`src/rtl/uart_tx_fifo.sv`:
```
// uart_tx_fifo: configurable-frame UART transmitter fed by a valid/ready FIFO
module uart_tx_fifo #(
  parameter int DATA_BITS  = 8,
  parameter int STOP_BITS  = 1,
  parameter int DIV_W      = 16,
  parameter int FIFO_DEPTH = 4,
  parameter int CNT_W      = $clog2(FIFO_DEPTH) + 1
) (
  input  logic                 clk,
  input  logic                 rst,
  input  logic [DIV_W-1:0]     clk_per_bit,
  input  logic [1:0]           parity_mode,
  input  logic                 in_valid,
  output logic                 in_ready,
  input  logic [DATA_BITS-1:0] in_data,
  output logic                 tx,
  output logic                 busy,
  output logic                 done,
  output logic [CNT_W-1:0]     fifo_count,
  output logic [2:0]           state_out
);
  localparam int PTR_W = $clog2(FIFO_DEPTH);
  localparam int IDX_W = $clog2(DATA_BITS);
  typedef enum logic [2:0] {IDLE, START, DATA, PARITY, STOP} state_t;
  state_t state;
  logic [DATA_BITS-1:0] mem [FIFO_DEPTH];
  logic [PTR_W-1:0] wr_ptr, rd_ptr;
  logic [DATA_BITS-1:0] shreg, head;
  logic [DIV_W-1:0] div, clk_cnt;
  logic [IDX_W-1:0] bit_idx;
  logic par_en, par_bit, push, pop, bit_end, last_stop;
  assign in_ready  = fifo_count < CNT_W'(FIFO_DEPTH);
  assign push      = in_valid && in_ready;
  assign bit_end   = clk_cnt == div - DIV_W'(1);
  assign last_stop = state == STOP && bit_end && bit_idx == IDX_W'(STOP_BITS - 1);
  assign head      = mem[rd_ptr];
  assign pop       = fifo_count != '0 && (state == IDLE || last_stop);
  assign state_out = state;
  always_ff @(posedge clk)
    if (push) mem[wr_ptr] <= in_data;
  always_ff @(posedge clk) begin
    if (rst) begin
      wr_ptr     <= '0;
      rd_ptr     <= '0;
      fifo_count <= '0;
    end else begin
      wr_ptr     <= wr_ptr + PTR_W'(push);
      rd_ptr     <= rd_ptr + PTR_W'(pop);
      fifo_count <= fifo_count + CNT_W'(push) - CNT_W'(pop);
    end
  end
  // bit_idx counts data bits in DATA and stop bits in STOP; the data word shifts out of shreg
  always_ff @(posedge clk) begin
    if (rst) begin
      state   <= IDLE;
      tx      <= 1'b1;
      busy    <= 1'b0;
      done    <= 1'b0;
      clk_cnt <= '0;
      bit_idx <= '0;
      shreg   <= '0;
      div     <= DIV_W'(1);
      par_en  <= 1'b0;
      par_bit <= 1'b0;
    end else begin
      done    <= 1'b0;
      clk_cnt <= bit_end ? '0 : clk_cnt + DIV_W'(1);
      case (state)
        IDLE: begin
          tx      <= 1'b1;
          busy    <= 1'b0;
          clk_cnt <= '0;
        end
        START: if (bit_end) begin
          state   <= DATA;
          bit_idx <= '0;
          tx      <= shreg[0];
        end
        DATA: if (bit_end) begin
          shreg   <= shreg >> 1;
          bit_idx <= bit_idx + IDX_W'(1);
          tx      <= shreg[1];
          if (bit_idx == IDX_W'(DATA_BITS - 1)) begin
            state   <= par_en ? PARITY : STOP;
            tx      <= par_en ? par_bit : 1'b1;
            bit_idx <= '0;
          end
        end
        PARITY: if (bit_end) begin
          state <= STOP;
          tx    <= 1'b1;
        end
        STOP: if (bit_end) begin
          bit_idx <= bit_idx + IDX_W'(1);
          if (last_stop) begin
            done    <= 1'b1;
            state   <= IDLE;
            busy    <= 1'b0;
            bit_idx <= '0;
          end
        end
        default: begin
          state <= IDLE;
          tx    <= 1'b1;
          busy  <= 1'b0;
        end
      endcase
      // a pop overrides the IDLE/STOP outcome so the next start bit follows with no gap
      if (pop) begin
        state   <= START;
        tx      <= 1'b0;
        busy    <= 1'b1;
        clk_cnt <= '0;
        shreg   <= head;
        div     <= clk_per_bit == '0 ? DIV_W'(1) : clk_per_bit;
        par_en  <= ^parity_mode;
        par_bit <= parity_mode[1] ^ (^head);
      end
    end
  end
endmodule

```
`config.mk`:
```
export PLATFORM = sky130hd
export DESIGN_NAME = uart_tx_fifo
export DESIGN_NICKNAME = d
export VERILOG_FILES = /design/src/rtl/uart_tx_fifo.sv
export SDC_FILE = /design/constraint.sdc
export NUM_CORES = 1
export LEC_CHECK = 0
export CORE_MARGIN = 2
export CORE_UTILIZATION = 52
export DETAILED_ROUTE_END_ITERATION = 10
export PLACE_DENSITY = 0.72
export SLEW_MARGIN = 20
export SYNTH_ARGS = -nofsm -noshare
export SYNTH_HDL_FRONTEND = slang
export SYNTH_SLANG_ARGS = --single-unit
export TNS_END_PERCENT = 10
```
`constraint.sdc`:
```
create_clock -name clk -period 3.73 [get_ports clk]
set_input_delay 1.119 -clock clk [delete_from_list [all_inputs] [get_ports clk]]
set_output_delay 1.119 -clock clk [all_outputs]
set_load 0.03 [all_outputs]
```
==> impl_metrics.ini <==
[layout]
filler_cell_count = 750
finish.cell_count_without_fillers = 596
nets = 521
n_antenna_cell = 0
layout-drive-gt1-share = 0.137
area_growth_syn_to_layout_pct = 16.9

[placement]
number_of_cells_in_the_design_after_placement = 580
buffer_ports.inserted = 38
hpwl_um = 7090
gpl_congestion = 0.870

[yosys]
synth.area.top_cells = sky130_fd_sc_hd__dfxtp_1 26%, sky130_fd_sc_hd__edfxtp_1 21%, sky130_fd_sc_hd__xnor2_1 5.2%
postSynth.asyncResetShare = 0
synthesis.nets = 480
synth_area_per_cell_um2 = 10.3
synth_largest_area_cell = sky130_fd_sc_hd__dfxtp_1
synth.most_common_cell = sky130_fd_sc_hd__dfxtp_1
synth_top_area_frac = 0.256
yosys-top-cells-count = 58 x sky130_fd_sc_hd__dfxtp_1, 33 x sky130_fd_sc_hd__nand2_1, 32 x sky130_fd_sc_hd__edfxtp_1
synth_edf_count = 32
portion_of_the_post_synthesis_area_used_by_sequential_elements = 0.468
ys_warn_count = 0
post_synth_num_cell_types = 66
yosys_most_used_dff = sky130_fd_sc_hd__dfxtp_1
synth_area_um2 = 4530
post_synth_inst_count = 442
synth-seq-cells = 90

[sta]
period_share = 0.949
setup_viol = 0
timing_hold_violations_final = 0
final_max_slew_viol_count = 0
tightest_slew_ns = 0.728
slew-limit-headroom = 0.513
setup-tns-final_ns = 0
rsz0062_at_grt = false
achievable-frequency_mhz = 283
finalClockSkew_ns = 0.0207
period_minus_slack_ns = 3.54

[floorplanning]
die_height_um = 97.4
die_area_um2 = 9480
starting_density = 0.528
design.portCount = 39
fp.coreArea_um2 = 8590
die_width_um = 97.4
fp-row-count = 34

[grt]
globalRoute.totalOverflow = 0
grt_pass1_vias = 3256
globalRouteTotalUtil = 0.214
antenna_found_initial = 0
grt_start_max_net_pins = 29
grt_pass1_wl_um = 16300

[worst_setup_path]
worst_ep_required_time_ns = 3.97
setup.worst_path.end_class = flip-flop
critPathArrivalTime_ns = 3.78
maximum_fanout_encountered_on_the_critical_timing_path = 6
critPathLaunchType = flip-flop
critical_path_class = flip-flop to flip-flop
timing.reg2reg.worst_path_depth = 17

[detailed_routing]
drc = 0
detailedRoute.firstIterationViolations = 182
firstDrtPassIters = 5
detailroute.via_count = 3617
route.detailed.wl_per_inst_um = 16.7
antenna_left = 0
viasPerCell = 6.07
totalWireLength_um = 9930

[run]
number_of_max_cap_violations = 0

[clock_tree]
cts_post_setup_buffers_inserted = 0
clkLatencyLatePin_ns = 0.37
cts_hold_buffers = 0
cts_sinks = 90
cts.clk_slew.worst_paths_ns = 0.11
cts.path.max_buffers = 2
cts.root.buffer_cell = sky130_fd_sc_hd__clkbuf_8
post_cts.resized_instances = 0
cts_inserted_buffers = 9
tritoncts = yes
clock_tree.htree_level_count = 3

[power_and_ir_drop]
power.static_leakage_nw = 1.83
irDropWorstVdd_mv = 0.443
power-per-cell-area_nw_per_um2 = 708

[status]
outcome = finished clean

[min_path]
hold_path.class = flip-flop to flip-flop
whs_path_depth = 2
==> cells by family after synthesis <==
group           after synthesis  synth area share
fa+ha+maj                     9            0.0265
flops                        90             0.468
compound gates               95             0.157
mux                           8            0.0397
simple gates                156             0.187
xor+xnor                     43            0.0831
buf+inv                      41            0.0392
==> where the power goes <==
part,switching (mW),internal [mW],total (mW)
clock network,0.404,0.268,0.672
logic,0.876,0.795,1.67
registers,0.200,1.21,1.41
total,1.48,2.27,3.75
==> cell usage in the layout (no fill, tap or decap), types with 3 or more instances in the layout <==
master,Yosys,layout
sky130_fd_sc_hd__dfxtp_1,58,56
sky130_fd_sc_hd__clkdlybuf4s50_1,0,38
sky130_fd_sc_hd__nand2_1,33,33
sky130_fd_sc_hd__edfxtp_1,32,32
sky130_fd_sc_hd__nor2_1,29,28
sky130_fd_sc_hd__xnor2_1,27,26
sky130_fd_sc_hd__nand3_1,22,22
sky130_fd_sc_hd__o21ai_0,18,18
sky130_fd_sc_hd__xor2_1,16,16
sky130_fd_sc_hd__a21oi_1,16,16
sky130_fd_sc_hd__buf_4,2,16
sky130_fd_sc_hd__inv_1,15,12
sky130_fd_sc_hd__a22o_1,11,11
sky130_fd_sc_hd__nor3_1,10,10
sky130_fd_sc_hd__nor2b_1,10,10
sky130_fd_sc_hd__nor4_1,9,9
sky130_fd_sc_hd__clkbuf_8,0,9
sky130_fd_sc_hd__and3_1,8,8
sky130_fd_sc_hd__mux4_2,8,8
sky130_fd_sc_hd__or3_1,8,7
sky130_fd_sc_hd__o2111ai_1,7,7
sky130_fd_sc_hd__ha_1,8,7
sky130_fd_sc_hd__a31oi_1,5,5
sky130_fd_sc_hd__o221ai_1,5,5
sky130_fd_sc_hd__inv_8,0,5
sky130_fd_sc_hd__or4_1,4,4
sky130_fd_sc_hd__or2_2,3,3
sky130_fd_sc_hd__a211oi_1,3,3
sky130_fd_sc_hd__o31ai_1,4,3
sky130_fd_sc_hd__inv_2,0,3
sky130_fd_sc_hd__a41oi_1,3,3
==> state kept, by name (all words and copies together), names as in the netlist <==
register    flops
bit_idx         3
wr_ptr          2
shreg           8
state_out       3
div            16
clk_cnt        16
par_bit         1
rd_ptr          2
done            1
fifo_count      3
busy            1
mem            32
par_en          1
tx              1
==> area by class of cell <==
class	instances	area (um2)	area share
Inverter	17	63.8	0.0120
Clock buffer	9	124	0.0234
Tap cell	108	135	0.0255
Timing Repair Buffer	54	500	0.0945
Sequential cell	90	2120	0.401
Clock inverter	7	73.8	0.0139
Multi-Input combinational cell	311	2280	0.430
==> metrics by stage <==
| step | power (mW) | utilization | hold slack [ns] | worst slack, ns | instance area [um2] |
|---|---|---|---|---|---|
| after CTS | 3.71 | 0.612 | 0.493 | 0.0226 | 5260 |
| final | 3.75 | 0.616 | 0.490 | 0.191 | 5300 |
| after floorplan | 2.59 | - | 0.452 | 0.111 | 4530 |
| after detailed placement | 3.04 | 0.589 | 0.476 | 0.0714 | 5060 |
| after global routing | 3.99 | 0.616 | 0.513 | 0.0306 | 5300 |
| after global placement | 2.99 | 0.589 | 0.468 | 0.235 | 5060 |
==> critical path, cell delays in order, from the launching register on <==
cell and delay (ns):
sky130_fd_sc_hd__dfxtp_2 0.35, sky130_fd_sc_hd__inv_2 0.08, sky130_fd_sc_hd__ha_4 0.16, sky130_fd_sc_hd__or4b_4 0.51, sky130_fd_sc_hd__xnor2_2 0.16, sky130_fd_sc_hd__and4b_1 0.21, sky130_fd_sc_hd__o22ai_1 0.08, sky130_fd_sc_hd__nor4bb_2 0.35
sky130_fd_sc_hd__a41o_1 0.25, sky130_fd_sc_hd__nand2_2 0.07, sky130_fd_sc_hd__inv_2 0.07, sky130_fd_sc_hd__ha_1 0.12, sky130_fd_sc_hd__inv_1 0.04, sky130_fd_sc_hd__ha_1 0.18, sky130_fd_sc_hd__fa_1 0.37, sky130_fd_sc_hd__xnor2_1 0.20
sky130_fd_sc_hd__xnor2_1 0.15, sky130_fd_sc_hd__nor2_1 0.06
==> layer usage <==
| layer | track usage | vias up | part of all wire |
|---|---|---|---|
| li1 | - | 1735 | - |
| met1 | 0.311 | 1735 | 0.46 |
| met2 | 0.317 | 136 | 0.46 |
| met3 | 0.0475 | 11 | 0.068 |
| met4 | 0.0716 | 0 | 0.011 |
| met5 | 0 | - | 0 |
==> worst paths after layout <==
kind                        end      from  slack, ns
setup / recovery  fifo_count[2]    div[0]       0.19
hold / removal         shreg[0]  shreg[0]       0.49
setup reg to reg  fifo_count[2]    div[0]       0.19
hold reg to reg        shreg[0]  shreg[0]       0.49
No activity file was read; power rests on OpenSTA's default activity.
==> edit, RTL diff (same flow settings) <==
Change the parameter `DATA_BITS` from 8 to 16.
--- a/src/rtl/uart_tx_fifo.sv
+++ b/src/rtl/uart_tx_fifo.sv
@@ -1,6 +1,6 @@
 // uart_tx_fifo: configurable-frame UART transmitter fed by a valid/ready FIFO
 module uart_tx_fifo #(
-  parameter int DATA_BITS  = 8,
+  parameter int DATA_BITS  = 16,
   parameter int STOP_BITS  = 1,
   parameter int DIV_W      = 16,
   parameter int FIFO_DEPTH = 4,
Interface: changed (resized in_data); port bits go from 39 to 47. No check against the original RTL was run, so the function may have changed too.
==> edit against the original RTL <==
- die area up 29%
- power grew 54%
- routed wire length grew 22%
- sequential cell count grew 41
- utilization up 4.7 points
- synthesized area rose by 30%
- cell area is 37% higher
- clock power rose to 2.5 times the old value
- worst setup slack worse by 0.022 ns
==> edit: results (changes against the original RTL) <==
Finish
The clock buffer and inverter area fraction after layout is 8.316% (+4.6 points). The multi-input combinational gate total is 326 (+4.8%). The share of final layout cell area taken by non-clock buffers is 8.694% (-0.75 points). The area taken by flip-flops and latches is 3267 um^2 (+54%). The number of inserted filler cells in the final layout is 808 (+7.7%). The area used by multi-input combinational logic is 2546 um^2 (+12%). The final-layout clock buffer total is 18 (+9).

The register fraction of the total cell area was 44.86% (+4.8 points). The number of nets in the layout is 604 (+16%). The fraction of final layout cells sized beyond drive strength 1 was 16.96% (+3.2 points).

Clock network
The number of buffers created by CTS was 17 (+8). The number of levels in the clock H-tree is 4 (+1). The root buffer selected by CTS is sky130_fd_sc_hd__clkbuf_16.

Synth
The unique cell type count in the Yosys netlist is 58 (-12%). Yosys attributes the largest share of cell area to sky130_fd_sc_hd__edfxtp_1 33%, sky130_fd_sc_hd__dfxtp_1 23%, sky130_fd_sc_hd__mux4_2 6.1%. The sequential fraction of the synthesis area is 55.23% (+8.4 points). The number of nets in the synthesized netlist came to 543 (+13%). Ranked by instance count, the synthesized netlist is headed by 67 x sky130_fd_sc_hd__dfxtp_1, 64 x sky130_fd_sc_hd__edfxtp_1, 49 x sky130_fd_sc_hd__nor2_1, 38 x sky130_fd_sc_hd__xnor2_1, 28 x sky130_fd_sc_hd__nand2_1. The count of flip-flops with a built-in enable after synthesis is 64 (+100%).

STA
The final cycle utilization of the critical path is 95.48% (+0.60 points). The clock tree skew after final layout is 0.02128 ns (+0.0005325 ns).

GRT
The pin count of the biggest net entering global routing is 35 (+21%). The first-pass GRT wire length is 19,950 um (+22%). The routing usage on met2 was 34.81% (+3.1 points).

The met1 global-route usage came to 25.25% (-5.8 points). The via count of the first global-routing pass is 4,128 (+27%).

Floorplan
The number of core rows is 38 (+12%).

Detailed routing
The detailed-routed wire length on met3 was 475 um (-30%). The total length of routed wires is 12,130 um (+22%). The met2 wire length is 6220 um (+37%). The mean routed wirelength per cell is 17.03 um (+2.2%).

The post-detailed-route via-to-cell ratio came to 5.667 (-6.6%).

Setup path
In this run the worst setup path begins at div[1]. The arrival time reported for the critical path endpoint is 3.88 ns (+0.10 ns). The stage delay of the slowest cell on the critical path is 0.39 ns (-0.12 ns). The maximum net fanout on the critical path was 4 (-2). The setup slack of the most critical reg-to-reg path came to 0.17 ns (-0.02 ns).

Pwr
The switching part of the total power is 33.60% (-5.9 points). The leakage power figure is 2.532 nW (+38%). The power density over cell area was 793.4 nW/um^2 (+12%). The power drawn by the sequential cells is 0.00196 W (+39%).

Placed design
The estimated wirelength of the detail-placed design is 8222 um (+16%). The last weighted congestion value of the routability-driven placer came to 0.8244 (-5.3%). The area of placed instances was 6618 um^2 (+31%). The pre-CTS worst setup slack is 0.1235 ns (+0.05213 ns). The quantity of I/O buffers inserted on ports is 46 (+21%).

Worst hold path
The path with the worst hold slack has its endpoint at div[1]. In this run the most critical hold path is launched from div[1].

Outcome
The run finished with clean final reports.
[edit: cell types whose count changed after synthesis, sizes merged, moves of 6 or more]
cell     delta
xnor2      +11
a211oi      +6
nand3      -12
nor2       +20
o2111ai     -7
dfxtp       +9
mux2i      +11
o21ai       -7
mux4        +8
edfxtp     +32
nand2       -6
nand3b      +6
[edit: cells by family (layout without fill, tap and decap cells)]
family,Yosys count,after routing,synth area share [%]
adder cells (fa/ha/maj),8,8,1.821
AND/OR/NAND/NOR,160,160,14.06
XOR/XNOR,58,58,8.598
flip-flops,131,131,55.23
AO/OA/AOI/OAI,73,73,9.488
multiplexers,27,27,7.963
buffers and inverters,41,115,2.838
[edit: worst min-delay path: cells and delay by family (launching register included)]
kind / cells / cell delay, ns
flip-flops: 1 / 0.33
AND/OR/NAND/NOR: 1 / 0.05
AO/OA/AOI/OAI: 1 / 0.06
